$ cat config.mk
export PLATFORM = sky130hd
export DESIGN_NAME = ref_clk_divider
export DESIGN_NICKNAME = d
export VERILOG_FILES = /design/src/rtl/ref_clk_divider.sv
export SDC_FILE = /design/constraint.sdc
export NUM_CORES = 1
export LEC_CHECK = 0
export ABC_AREA = 1
export BUFFER_PORTS_ARGS = -buffer_cell sky130_fd_sc_hd__buf_2
export CORE_UTILIZATION = 34
export CTS_CLUSTER_DIAMETER = 30
export DETAILED_ROUTE_END_ITERATION = 8
export HOLD_SLACK_MARGIN = 0.02
export MAX_ROUTING_LAYER = met4
export PLACE_DENSITY_LB_ADDON = 0.12
export SLEW_MARGIN = 20
export SYNTH_ARGS = -nofsm -noshare
export SYNTH_HDL_FRONTEND = slang
export SYNTH_SLANG_ARGS = --single-unit
$ cat constraint.sdc
create_clock -name clk -period 3.3 [get_ports clk]
set_clock_uncertainty 0.1 [all_clocks]
set_input_delay 0.165 -clock clk [delete_from_list [all_inputs] [get_ports clk]]
set_output_delay 0.165 -clock clk [all_outputs]
set_load 0.02 [all_outputs]
$ cat src/rtl/ref_clk_divider.sv
// ---------------------------------------------------------------------------
// ref_clk_divider
//
// Programmable reference-clock divider. Takes the one-hot ratio select coming
// from the reference-clock select decoder, synchronises it into the fast clock
// domain, validates it, and switches the division ratio only at a period
// boundary. This keeps ref_clk_out free of runt pulses across ratio changes.
//
// Ratio select encoding (tgate_control / ratio_active):
//   bit 4 -> /32, bit 3 -> /64, bit 2 -> /128, bit 1 -> /256, bit 0 -> /512
//
// Parameters:
//   CNT_W    period counter width; must hold 0..511 for the /512 ratio
//   RST_SEL  one-hot ratio loaded on reset (default /256)
//
// Ports:
//   clk             in   fast source clock, rising edge
//   rstn            in   synchronous active-low reset
//   tgate_control   in   [4:0] one-hot ratio select, asynchronous to clk
//   ref_clk_out     out  divided clock, 50 % duty, registered
//   period_strobe   out  one-cycle pulse in the first cycle of each period
//   ratio_active    out  [4:0] one-hot ratio currently in use
//   switch_pending  out  a valid, different ratio waits for the next boundary
//   sel_err         out  synchronised select is not one-hot
// ---------------------------------------------------------------------------
module ref_clk_divider #(
    parameter int unsigned CNT_W   = 9,
    parameter logic [4:0]  RST_SEL = 5'b00010
) (
    input  logic       clk,
    input  logic       rstn,
    input  logic [4:0] tgate_control,
    output logic       ref_clk_out,
    output logic       period_strobe,
    output logic [4:0] ratio_active,
    output logic       switch_pending,
    output logic       sel_err
);

    // Two-flop synchroniser for the asynchronous select.
    logic [4:0] sel_s1;
    logic [4:0] sel_s2;

    // Period counter and the decoded compare points for the active ratio.
    logic [CNT_W-1:0] cnt;
    logic [CNT_W-1:0] cnt_last;       // N - 1
    logic [CNT_W-1:0] cnt_half_last;  // N/2 - 1

    logic sel_valid;
    logic switch_req;
    logic wrap;
    logic half_hit;

    // -----------------------------------------------------------------------
    // Select synchroniser
    // -----------------------------------------------------------------------
    // Both stages reset to the reset ratio so that a select held at its
    // default value never looks like a pending switch coming out of reset.
    // NOTE: sequential state is always written with non-blocking assignments
    // so every flop samples values from before the clock edge.
    always_ff @(posedge clk) begin
        if (!rstn) begin
            sel_s1 <= RST_SEL;
            sel_s2 <= RST_SEL;
        end else begin
            sel_s1 <= tgate_control;
            sel_s2 <= sel_s1;
        end
    end

    // One-hot test: non-zero, and clearing the lowest set bit leaves nothing.
    assign sel_valid  = (sel_s2 != 5'd0) && ((sel_s2 & (sel_s2 - 5'd1)) == 5'd0);
    assign switch_req = sel_valid && (sel_s2 != ratio_active);

    // -----------------------------------------------------------------------
    // Ratio decode
    // -----------------------------------------------------------------------
    // ratio_active is only ever loaded from a validated one-hot value, so the
    // default arm is unreachable in operation; it falls back to /256.
    // NOTE: every output of a combinational block gets a default first, so no
    // path through the block leaves it unassigned and no latch is inferred.
    always_comb begin
        cnt_last      = CNT_W'(255);
        cnt_half_last = CNT_W'(127);
        case (ratio_active)
            5'b10000: begin
                cnt_last      = CNT_W'(31);
                cnt_half_last = CNT_W'(15);
            end
            5'b01000: begin
                cnt_last      = CNT_W'(63);
                cnt_half_last = CNT_W'(31);
            end
            5'b00100: begin
                cnt_last      = CNT_W'(127);
                cnt_half_last = CNT_W'(63);
            end
            5'b00010: begin
                cnt_last      = CNT_W'(255);
                cnt_half_last = CNT_W'(127);
            end
            5'b00001: begin
                cnt_last      = CNT_W'(511);
                cnt_half_last = CNT_W'(255);
            end
            default: begin
                cnt_last      = CNT_W'(255);
                cnt_half_last = CNT_W'(127);
            end
        endcase
    end

    assign wrap     = (cnt == cnt_last);
    assign half_hit = (cnt == cnt_half_last);

    // -----------------------------------------------------------------------
    // Period counter
    // -----------------------------------------------------------------------
    always_ff @(posedge clk) begin
        if (!rstn) begin
            cnt <= '0;
        end else if (wrap) begin
            cnt <= '0;
        end else begin
            cnt <= cnt + CNT_W'(1);
        end
    end

    // -----------------------------------------------------------------------
    // Ratio register
    // -----------------------------------------------------------------------
    // The new ratio is loaded on the same edge the counter wraps, so the next
    // period starts cleanly at count 0 with the new compare points. A select
    // that has already reverted by the wrap produces no change, and an
    // invalid select never raises switch_req, so the ratio simply holds.
    always_ff @(posedge clk) begin
        if (!rstn) begin
            ratio_active <= RST_SEL;
        end else if (wrap && switch_req) begin
            ratio_active <= sel_s2;
        end
    end

    // -----------------------------------------------------------------------
    // Output clock and status flags
    // -----------------------------------------------------------------------
    // ref_clk_out is low for counts 0..HALF-1 and high for HALF..N-1. It is
    // cleared on the wrap edge, so a ratio change always starts from a low
    // phase and the previous high phase is never cut short.
    always_ff @(posedge clk) begin
        if (!rstn) begin
            ref_clk_out <= 1'b0;
        end else if (wrap) begin
            ref_clk_out <= 1'b0;
        end else if (half_hit) begin
            ref_clk_out <= 1'b1;
        end
    end

    always_ff @(posedge clk) begin
        if (!rstn) begin
            period_strobe  <= 1'b0;
            switch_pending <= 1'b0;
            sel_err        <= 1'b0;
        end else begin
            period_strobe  <= wrap;
            switch_pending <= switch_req;
            sel_err        <= !sel_valid;
        end
    end

endmodule

==> results.md <==
* Clock latency on the worst-skew pair at ~0.28 ns
* Critical path data arrival time at 1.94 ns
* Post-Synthesis Cells at about 180
* IO Count at 16
* Final Setup Violations at 0
* Final core utilization at 0.423
* CTS buffer count at 3
* Post-DRT Antenna Nets at 0
* Clock buffer depth at 2
* Post-cts sizing count at 0
* Placed wire-length estimate at between 1500 and 2000 um
* Vias in the first global route at about 1100
* Routed len/inst at 9.88 um
* Final setup TNS at 0 ns
* Critical path, cell by cell: ha_1 > nand2_1 > nor2_1 > inv_1 > nor2_1 > nand3_2 > nor3_2 > nand3_1 > nand2_1 > nand3_1
* Post-CTS setup repair buffer count at 0
* Chip height at between 60 and 70 um
* Min Tclk post-route at ~1.9 ns
* Area occupied by registers at 561 um^2
* Fillers at roughly 400
* Placeable Area at between 3000 and 4000 um^2
* Largest net degree at the start of global routing at 17
* Clock H-tree levels at 1
* CP required at ~3.4 ns
* Multi-input gate area at 639 um^2
* GPL Wtd Cong at roughly 0.81
* CP top delay family: simple AND/OR/NAND/NOR gates
* Buffers on Ports at 15
* Unrepaired setup endpoints after global routing: false
* Via count at between 1000 and 1500
* Final Max Slew Viols at 0
* Status: completed
* Post-Route WL at ~2500 um
* F_max at ~0.53 GHz
* Critical Path End Type: flop
* Power Density at about 430 nW/um^2
* Die area at between 4000 and 5000 um^2
* Final WS setup at approximately 1.4 ns
* Fin. Hold Viols at 0
* Avg Vias per Cell at around 4.5
* Max VDD drop at 0.000181 V
* FP Rows at 22
* Final period util at 0.569
* Nets@finish at between 200 and 250
* Relative slew slack at 0.718
* Worst Hold Class: in2reg
* WS Path Type: reg2reg
* Mapped Area at between 1000 and 1500 um^2
* CTS tree: built
* Startpoint Class: flop
* GR Overflow Total at 0
* Iteration-0 DRC Markers at slightly above 40
* Sequential area share after synthesis at 0.422
* Synthesized Nets at 189
* Leak pwr at between 0.0007 and 0.0008 uW
* First-pass GRT wire length at 4470 um
* # diodes at 0
* Die width at 64.5 um
* Most used DFF post-synth: dfxtp_1
* Pre-CTS setup slack at roughly 1.4 ns
* CTS sink cnt at 28
* Worst Max-Slew Pin Slew at around 0.42 ns
* Max_cap viols at 0
* Initial Util at 0.357
* Total track usage at 0.142
* Clock slew at reported path FFs at 0.09 ns
* Slowest CP cell: dfxtp_1
* Clk root buf: clkbuf_8
* Synth warnings at 0
* P&R area growth vs syn at 18.5%
* Cell variety after synth at 24
* Post-synth ARST share at 0
* Antenna violations before repair at 0
* Mean Syn Cell Area at ~7.3 um^2
* DR pass1 iterations at 4
* Drt drc at 0
* Hold WS at ~0.14 ns
* Worst Path Buf+Inv at 1
* # hold bufs at CTS at 5
* Post-synth EDFFs at 0
* #FFs+latches synth at 28
* CP Max Fanout at 5
* Max incr delay on CP at ~0.38 ns
* Share of layout cells above drive strength 1 at 0.168
through the flow:
stage / instances / total power (uW) / instance area (um^2)
final: 250 / 669 / 1570
after global routing: 250 / 696 / 1570
after CTS: 250 / 677 / 1570
after detailed placement: 241 / 403 / 1450
after global placement: 241 / 401 / 1450
after floorplan: 181 / 391 / 1330
path summary, 6_finish.rpt:
kind	startpoint	endpoint	slack (ns)	depth (start not counted)
worst max-delay path	cnt[0]	ratio_active[1]	1.42	10
worst min-delay path	rstn	ratio_active[1]	0.14	2
worst max register to register	cnt[0]	ratio_active[1]	1.42	10
worst min register to register	sel_s1[1]	sel_s2[1]	0.32	1
state kept, by name (all words and copies together), names as in the netlist:
register,cells
sel_s2,5
period_strobe,1
ref_clk_out,1
switch_pending,1
ratio_active,5
sel_err,1
cnt,9
sel_s1,5
cell usage after synthesis, types with 2 or more instances:
cell / count / share of area
inv_1: 29 / 0.082
a21oi_1: 4 / 0.015
dfxtp_1: 28 / 0.42
o21ai_0: 2 / 0.0075
nand2_1: 35 / 0.099
inv_2: 2 / 0.0057
nand4_1: 12 / 0.057
clkbuf_1: 3 / 0.0085
nand3_2: 2 / 0.015
xor2_1: 8 / 0.053
nor2_4: 2 / 0.017
xnor2_1: 2 / 0.013
nor2_2: 2 / 0.0094
nand3_1: 12 / 0.045
or2_2: 2 / 0.0094
nor2_1: 28 / 0.079
final cells by class:
class | count | share of cell area
clock buffer | 3 | 0.0263
clock inverter | 1 | 0.0191
inverter | 31 | 0.0740
multi-input combinational | 119 | 0.407
sequential | 28 | 0.356
tap | 48 | 0.0382
timing repair buffer | 20 | 0.0796
cells by family after synthesis:
group | Yosys count | share of synthesized area
XOR/XNOR | 10 | 0.0660
AO/OA/AOI/OAI | 6 | 0.0226
AND/OR/NAND/NOR | 102 | 0.384
flip-flops | 28 | 0.422
adder cells (fa/ha/maj) | 1 | 0.00942
buffers and inverters | 34 | 0.0961
where the power goes:
group	total, uW	switching (uW)	internal, uW
registers	355	6.18	348
logic	44.4	26.0	18.4
clock network	270	107	163
total	669	139	529
layer usage:
layer / up-vias / track usage / wire length, um
li1: 603 / - / -
met1: 506 / 0.176 / 1260
met2: 12 / 0.213 / 1070
met3: 5 / 0.0282 / 77
met4: 0 / 0.0806 / 53
met5: - / - / 0
placed cells by master, fill, tap and decap left out, types with 3 or more instances in the layout:
cell type,n
nand2_1,35
dlygate4sd3_1,5
dfxtp_1,28
inv_1,29
nand3_1,12
buf_2,15
nand4_1,12
clkbuf_8,3
a21oi_1,4
nor2_1,28
xor2_1,8
Note: power is estimated with default switching activity, not from simulation.
